<file path="src/rtl/uart_bridge_if.sv">
// rtl/uart_bridge_if.sv - uart byte ports and request/acknowledge bus of the serial bridge
interface uart_bridge_if #(
    parameter int WADDR = 16
);
    logic [7:0]       rxdata;
    logic             rxint;
    logic [7:0]       txdata;
    logic             txoe;
    logic             txrdy;
    logic [WADDR-1:0] addr;
    logic [7:0]       wdata;
    logic             we;
    logic             re;
    logic [7:0]       rdata;
    logic             ack;
    logic             ovr;

    modport master (
        input  rxdata, rxint, txrdy, rdata, ack,
        output txdata, txoe, addr, wdata, we, re, ovr
    );

    modport slave (
        output rxdata, rxint, txrdy, rdata, ack,
        input  txdata, txoe, addr, wdata, we, re, ovr
    );
endinterface

</file>
<file path="src/rtl/uart_bridge.sv">
// rtl/uart_bridge.sv - serial peek/poke command responder driving a single-transaction register bus
module uart_bridge #(
    parameter int          WADDR   = 16,
    parameter int unsigned TIMEOUT = 1_000_000
) (
    input logic           clk,
    input logic           rst_n,
    uart_bridge_if.master u
);
    localparam logic [7:0] CMD_RD  = 8'h52;
    localparam logic [7:0] CMD_WR  = 8'h57;
    localparam logic [7:0] RSP_ACK = 8'h4B;
    localparam logic [7:0] RSP_NAK = 8'h15;

    localparam int          GW         = (TIMEOUT > 1) ? $clog2(TIMEOUT) : 1;
    localparam int unsigned GAP_LAST_I = (TIMEOUT > 0) ? TIMEOUT - 1 : 0;
    localparam logic [GW-1:0] GAP_LAST = GAP_LAST_I[GW-1:0];

    typedef enum logic [2:0] {
        S_IDLE,
        S_AHI,
        S_ALO,
        S_DAT,
        S_BUS,
        S_REPLY
    } state_t;

    state_t        state;
    logic          is_write;
    logic [GW-1:0] gap;
    logic          in_cmd;
    logic          gap_expired;

    assign in_cmd      = (state == S_AHI) || (state == S_ALO) || (state == S_DAT);
    // gap reaches TIMEOUT on this edge: the partial command is abandoned silently
    assign gap_expired = (TIMEOUT != 0) && in_cmd && !u.rxint && (gap == GAP_LAST);

    always_ff @(posedge clk or negedge rst_n) begin
        if (!rst_n) begin
            state    <= S_IDLE;
            is_write <= 1'b0;
            gap      <= '0;
            u.txdata <= 8'h00;
            u.txoe   <= 1'b0;
            u.addr   <= '0;
            u.wdata  <= 8'h00;
            u.we     <= 1'b0;
            u.re     <= 1'b0;
            u.ovr    <= 1'b0;
        end else begin
            u.txoe <= 1'b0;
            u.ovr  <= 1'b0;

            if (in_cmd && !u.rxint && !gap_expired) begin
                gap <= gap + 1'b1;
            end else begin
                gap <= '0;
            end

            case (state)
                S_IDLE: begin
                    if (u.rxint) begin
                        if ((u.rxdata == CMD_RD) || (u.rxdata == CMD_WR)) begin
                            is_write <= (u.rxdata == CMD_WR);
                            state    <= S_AHI;
                        end else begin
                            u.txdata <= RSP_NAK;
                            state    <= S_REPLY;
                        end
                    end
                end
                S_AHI: begin
                    if (u.rxint) begin
                        u.addr[WADDR-1 -: 8] <= u.rxdata;
                        state                <= S_ALO;
                    end else if (gap_expired) begin
                        state <= S_IDLE;
                    end
                end
                S_ALO: begin
                    if (u.rxint) begin
                        u.addr[7:0] <= u.rxdata;
                        if (is_write) begin
                            state <= S_DAT;
                        end else begin
                            u.re  <= 1'b1;
                            state <= S_BUS;
                        end
                    end else if (gap_expired) begin
                        state <= S_IDLE;
                    end
                end
                S_DAT: begin
                    if (u.rxint) begin
                        u.wdata <= u.rxdata;
                        u.we    <= 1'b1;
                        state   <= S_BUS;
                    end else if (gap_expired) begin
                        state <= S_IDLE;
                    end
                end
                S_BUS: begin
                    if (u.rxint) begin
                        u.ovr <= 1'b1;
                    end
                    if (u.ack) begin
                        u.we     <= 1'b0;
                        u.re     <= 1'b0;
                        u.txdata <= is_write ? RSP_ACK : u.rdata;
                        state    <= S_REPLY;
                    end
                end
                S_REPLY: begin
                    // a byte landing on the TXOE cycle is still dropped; IDLE starts next cycle
                    if (u.rxint) begin
                        u.ovr <= 1'b1;
                    end
                    if (u.txrdy) begin
                        u.txoe <= 1'b1;
                        state  <= S_IDLE;
                    end
                end
                default: begin
                    state <= S_IDLE;
                end
            endcase
        end
    end
endmodule

</file>
<file path="src/flat_wrapper.sv">
// flat-port wrapper written by rule: the top's interface ports become plain ports
module uart_bridge_flat 
#(
    parameter int          WADDR   = 16,
    parameter int unsigned TIMEOUT = 1_000_000
)
  (clk, rst_n, u_rxdata, u_rxint, u_txrdy, u_rdata, u_ack, u_txdata, u_txoe, u_addr, u_wdata, u_we, u_re, u_ovr);
  uart_bridge_if #(.WADDR(WADDR)) u_i ();
  input logic clk;
  input logic rst_n;
  input wire logic [$bits(u_i.rxdata)-1:0] u_rxdata;
  input wire logic [$bits(u_i.rxint)-1:0] u_rxint;
  input wire logic [$bits(u_i.txrdy)-1:0] u_txrdy;
  input wire logic [$bits(u_i.rdata)-1:0] u_rdata;
  input wire logic [$bits(u_i.ack)-1:0] u_ack;
  output wire logic [$bits(u_i.txdata)-1:0] u_txdata;
  output wire logic [$bits(u_i.txoe)-1:0] u_txoe;
  output wire logic [$bits(u_i.addr)-1:0] u_addr;
  output wire logic [$bits(u_i.wdata)-1:0] u_wdata;
  output wire logic [$bits(u_i.we)-1:0] u_we;
  output wire logic [$bits(u_i.re)-1:0] u_re;
  output wire logic [$bits(u_i.ovr)-1:0] u_ovr;
  assign u_i.rxdata = u_rxdata;
  assign u_i.rxint = u_rxint;
  assign u_i.txrdy = u_txrdy;
  assign u_i.rdata = u_rdata;
  assign u_i.ack = u_ack;
  assign u_txdata = u_i.txdata;
  assign u_txoe = u_i.txoe;
  assign u_addr = u_i.addr;
  assign u_wdata = u_i.wdata;
  assign u_we = u_i.we;
  assign u_re = u_i.re;
  assign u_ovr = u_i.ovr;
  uart_bridge #(.WADDR(WADDR), .TIMEOUT(TIMEOUT)) u_core (.clk(clk), .rst_n(rst_n), .u(u_i));
endmodule
</file>
<file path="config.mk">
export PLATFORM = sky130hd
export DESIGN_NAME = uart_bridge_flat
export DESIGN_NICKNAME = d
export VERILOG_FILES = /design/src/rtl/uart_bridge_if.sv /design/src/rtl/uart_bridge.sv /design/src/flat_wrapper.sv
export SDC_FILE = /design/constraint.sdc
export NUM_CORES = 1
export LEC_CHECK = 0
export BUFFER_PORTS_ARGS = -buffer_cell sky130_fd_sc_hd__clkbuf_2
export CAP_MARGIN = 0
export CORE_MARGIN = 2
export CORE_UTILIZATION = 49
export CTS_CLUSTER_SIZE = 28
export DETAILED_ROUTE_END_ITERATION = 16
export PLACE_DENSITY_LB_ADDON = 0.12
export SYNTH_ARGS = -nofsm -noshare
export SYNTH_HDL_FRONTEND = slang
export SYNTH_SLANG_ARGS = --single-unit
</file>
<file path="constraint.sdc">
create_clock -name clk -period 1.8 [get_ports clk]
set_input_delay 0.36 -clock clk [delete_from_list [all_inputs] [get_ports clk]]
set_output_delay 0.36 -clock clk [all_outputs]
set_load 0.03 [all_outputs]
</file>
# After elaboration in Yosys (flattened, before gate mapping)
# Cells that the tools add are included.
[totals]
out_inout_bits = 36
elab_cells = 74
inputBits = 21
regBits = 60
[op_classes]
eq_ne = 15
add_sub_neg = 1
reduce_logical = 21
mux = 26
[op_table]
columns = ["operator", "count"]
rows = [
  ["8-bit 2-to-1 mux", 4],
  ["3-bit 2-to-1 mux", 9],
  ["20-bit by 1-bit adder with 20-bit output, second input constant", 1],
  ["20-bit equality test, second input constant", 1],
  ["20-bit 2-to-1 mux", 1],
  ["3-bit one-hot mux with 6 select lines", 1],
  ["8-bit by 7-bit equality test with 1-bit output, second input constant", 2],
  ["8-bit one-hot mux with 2 select lines", 1],
  ["2-bit inequality test, second input constant", 7],
  ["3-bit AND reduction", 3],
  ["1-bit 2-to-1 mux", 8],
  ["4-bit AND reduction", 2],
  ["3-bit by 2-bit equality test with 1-bit output, second input constant", 2],
  ["3-bit equality test, second input constant", 2],
  ["2-bit AND reduction", 3],
  ["2-bit nonzero test", 3],
  ["1-bit one-hot mux with 2 select lines", 2],
  ["3-bit by 1-bit equality test with 1-bit output, second input constant", 1],
  ["1-bit logical AND", 3],
  ["3-bit logical NOT", 1],
  ["1-bit logical OR", 3],
  ["1-bit logical NOT", 2],
  ["2-bit OR reduction", 1],
]

# Logic depth before layout (Yosys ltp)
[logic_depth]
ltp_word = 8
mapped_depth = 6
mapped_depth_nobuf = 5

# Worst setup path before layout
# OpenSTA, ideal clock, no wires.
[synth_path]
path_kind = "flip-flop to flip-flop"
start = "register u_core.gap[0]"
end = "register u_core.gap[18]"
synth_period_minus_slack_ns = 1.780
stages_incl_launch_ff = 6
slack_ns = 0.020
required_ns = 1.723
setup_ns = 0.077
n_path_buf = 0
arrival_ns = 1.702
path_cell_list = "dfrtp_1 -> ha_1 -> nand4_1 -> or4_4 -> or4_1 -> a21oi_1"
[synth_via]
elab_chain_cells = 5
elab_cells_between_ends = 6
classes_between = "add/sub: 1; eq/ne: 1; mux: 1; reduce/logical: 3"
[synth_rtl]
columns = ["item", "line", "rtl"]
rows = [
  ["from (decl)", "uart_bridge.sv:30", "logic [GW-1:0] gap;"],
  ["from (signal assigned)", "uart_bridge.sv:55", "gap <= gap + 1'b1;"],
  ["branches (longest 4 deep; another with 20-bit by 1-bit adder with 20-bit output)", "--", ""],
  ["20-bit 2-to-1 mux (*)", "uart_bridge.sv:54", "if (in_cmd && !u.rxint && !gap_expired) begin"],
]
# Every way passes the cells marked *.
# A chain may end at the register's enable or synchronous reset.

# Worst setup path in the final report
[layout_path]
start = "register u_core.gap[1]"
end = "register u_core.gap[18]"
# The elaborated chain is that of the path after synthesis.

==> results.ini <==
[run_status]
outcome = completed

[worst_setup_path]
path_max_fanout = 5
worstSetupEndpointType = flip-flop
crit_arrival_ps = 2060
critPathKind = flip-flop to flip-flop
cp-start-kind = flip-flop
required_ps = 2070

[sta]
tightest_slew_ps = 369
hold_viol_final = 0
period_needed_ps = 1800
fin_hold_ws_ps = 22.3
max_freq_mhz = 556
slew_headroom_pct = 75.4
period_share_pct = 99.9
drv_slew = 0
skew_ps = 12.8
finalSetupViolations = 0
rsz0062_at_grt = yes

[logic_synthesis]
syn_inst = 249
synth_top_area_cell = dfrtp_1
synth_area_leaders = dfrtp_1 55%, mux2_2 10%, xnor2_1 3.5%
seq_area_frac_synth_pct = 54.5
synth_top_cell_area_share_pct = 54.5
netlist_area_um2 = 2750
synthDistinctLibCells = 39
ys.flop_type = dfrtp_1
ys_ff_latch = 60
ys_async_sr_fraction_pct = 100
syn_nets = 271
postSynthAreaPerCell_um2 = 11.1
synth_most_common_cell = dfrtp_1
synthTopCellsByCount = 60 x dfrtp_1, 25 x mux2_2, 22 x nor2_1
yosysWarnings = 0
synth_edf_count = 0

[job]
drv_cap = 0

[clocking]
hold_buffers = 0
cts_max_level = 3
clock_sink_count = 60
cts_buffers = 9
clkTransAtPathRegs_ps = 60
cts_tree = yes
clock_latency_ps = 340
cts.path.max_buffers = 2
clockRootBuffer = clkbuf_8

[die]
dieWidth_um = 79.0
die_area_um2 = 6230
boundaryPins = 57
core_area_um2 = 5470
start_util_pct = 50.3
fp.dieH_um = 79.0
fp-row-count = 27

[detailed_routing]
routed_wl_mm = 5.59
wl_per_cell_um = 13.7
vias = 2135
postRouteAntennaNets = 0
drc = 0
drt_pre_antenna_iters = 4
drt_iter0_markers = 148
drt-vias-per-instance = 5.22

[power_and_ir_drop]
leakage_nw = 1.63
p_total_mw = 5.32
p_per_area_nw_per_um2 = 1500
vdd_drop_max_uv = 1240

[global_routing]
grt_max_degree = 61
antenna_found_initial = 0
grt_pass1_wl_mm = 9.76
grt_pass1_vias = 2156
grt-ovfl-total = 0
track_usage_pct = 20.2

[final_layout]
fin_cells = 409
fillers = 453
drive_gt1_share_pct = 40.7
syn_to_final_growth_pct = 28.5
layout.nets = 354
diodes = 0

[place]
finalWeightedCongestion = 0.727
dp_hpwl_mm = 3.92
dp.cells = 390
place.port_buffers = 56

[worst_hold_path]
min_path_type = input pin to async pin

[stage by stage]
step / setup TNS [ps] / util [%] / cell area, um2 / setup slack (ps)
final: 0 / 64.6 / 3540 / 1.30
after global routing: -308 / 64.6 / 3540 / -96.4
after CTS: -12.7 / 64.3 / 3520 / -12.7
after detailed placement: -89.9 / 59.8 / 3270 / -48.1
after floorplan: 0 / - / 2750 / 20.3
after global placement: 0 / 59.8 / 3270 / 25.8
[placed cells by master, fill, tap and decap left out, types with 5 or more instances in the layout]
cell      count
dfrtp_1      60
clkbuf_2     56
mux2_2       25
buf_4        23
nor2_1       22
inv_1        15
o21ai_0      14
nand2_1      13
xnor2_1      11
clkbuf_8     10
nand4_1       8
nand3_1       7
a21oi_1       6
nor2b_1       6
mux2i_1       5
[sequential cells by signal, indices dropped and copies added (netlist names)]
register and flops:
u_core.gap 20, u_core.state 3, u_core.u.txoe 1, u_core.u.ovr 1, u_core.u.txdata 8, u_core.u.we 1, u_core.is_write 1, u_core.u.wdata 8
u_core.u.re 1, u_core.u.addr 16
[power breakdown]
group | internal, mW | switching [mW]
combinational | 0.775 | 1.25
sequential | 1.72 | 0.239
clock | 0.810 | 0.522
[layout make-up]
class                   instances  area, um2  area share [%]
inverters                      15       56.3            1.59
clock buffers                  11        141            4.00
well taps                      72       90.1            2.55
multi-input cells             165       1180            33.3
flip-flops and latches         60       1500            42.5
clock inverters                 5       75.1            2.12
repair buffers                 81        493            13.9
[kinds of logic (layout without fill, tap and decap cells)]
family	count (synthesis)	after routing	share of synthesized area, %
buf+inv	24	112	3.45
mux	30	30	12.0
compound gates	33	33	7.32
fa+ha+maj	1	1	0.454
flops	60	60	54.5
xor+xnor	14	14	4.45
simple gates	87	87	17.7
[routing by layer]
layer  GRT usage (%)  routed length (um)  vias to the layer above
met2            30.8                2620                       52
met3            6.02                 290                        8
met1            27.3                2600                     1031
met4            7.93                  80                        0
li1                -                   -                     1044
met5               0                   0                        -
[path summary, 6_finish.rpt]
path                                from                 end  slack [ps]  cells past startpoint
max                        u_core.gap[1]      u_core.gap[18]           1                      5
min                                rst_n      u_core.gap[14]          20                      2
max reg2reg                u_core.gap[1]      u_core.gap[18]           1                      5
min reg2reg                  u_core.u.we         u_core.u.we         480                      2
max in group asynchronous          rst_n       u_core.gap[7]        1500                      2
min in group clk              u_rdata[7]  u_core.u.txdata[7]         240                      3
[worst max-delay path, stage by stage, from the launching register on]
cell and delay (ps):
dfrtp_1 350, ha_2 180, nand4_1 90, or4_4 470, or4_4 500, a21oi_2 140
[timing repair]
action | in CTS | in global routing
hold endpoints to repair | 0 | 0
resized for setup | 4 | 3
setup endpoints to repair | 3 | 5
buffers inserted | 2 | 1
pin swaps | 0 | 1
Power figures use the tool's default switching activity.
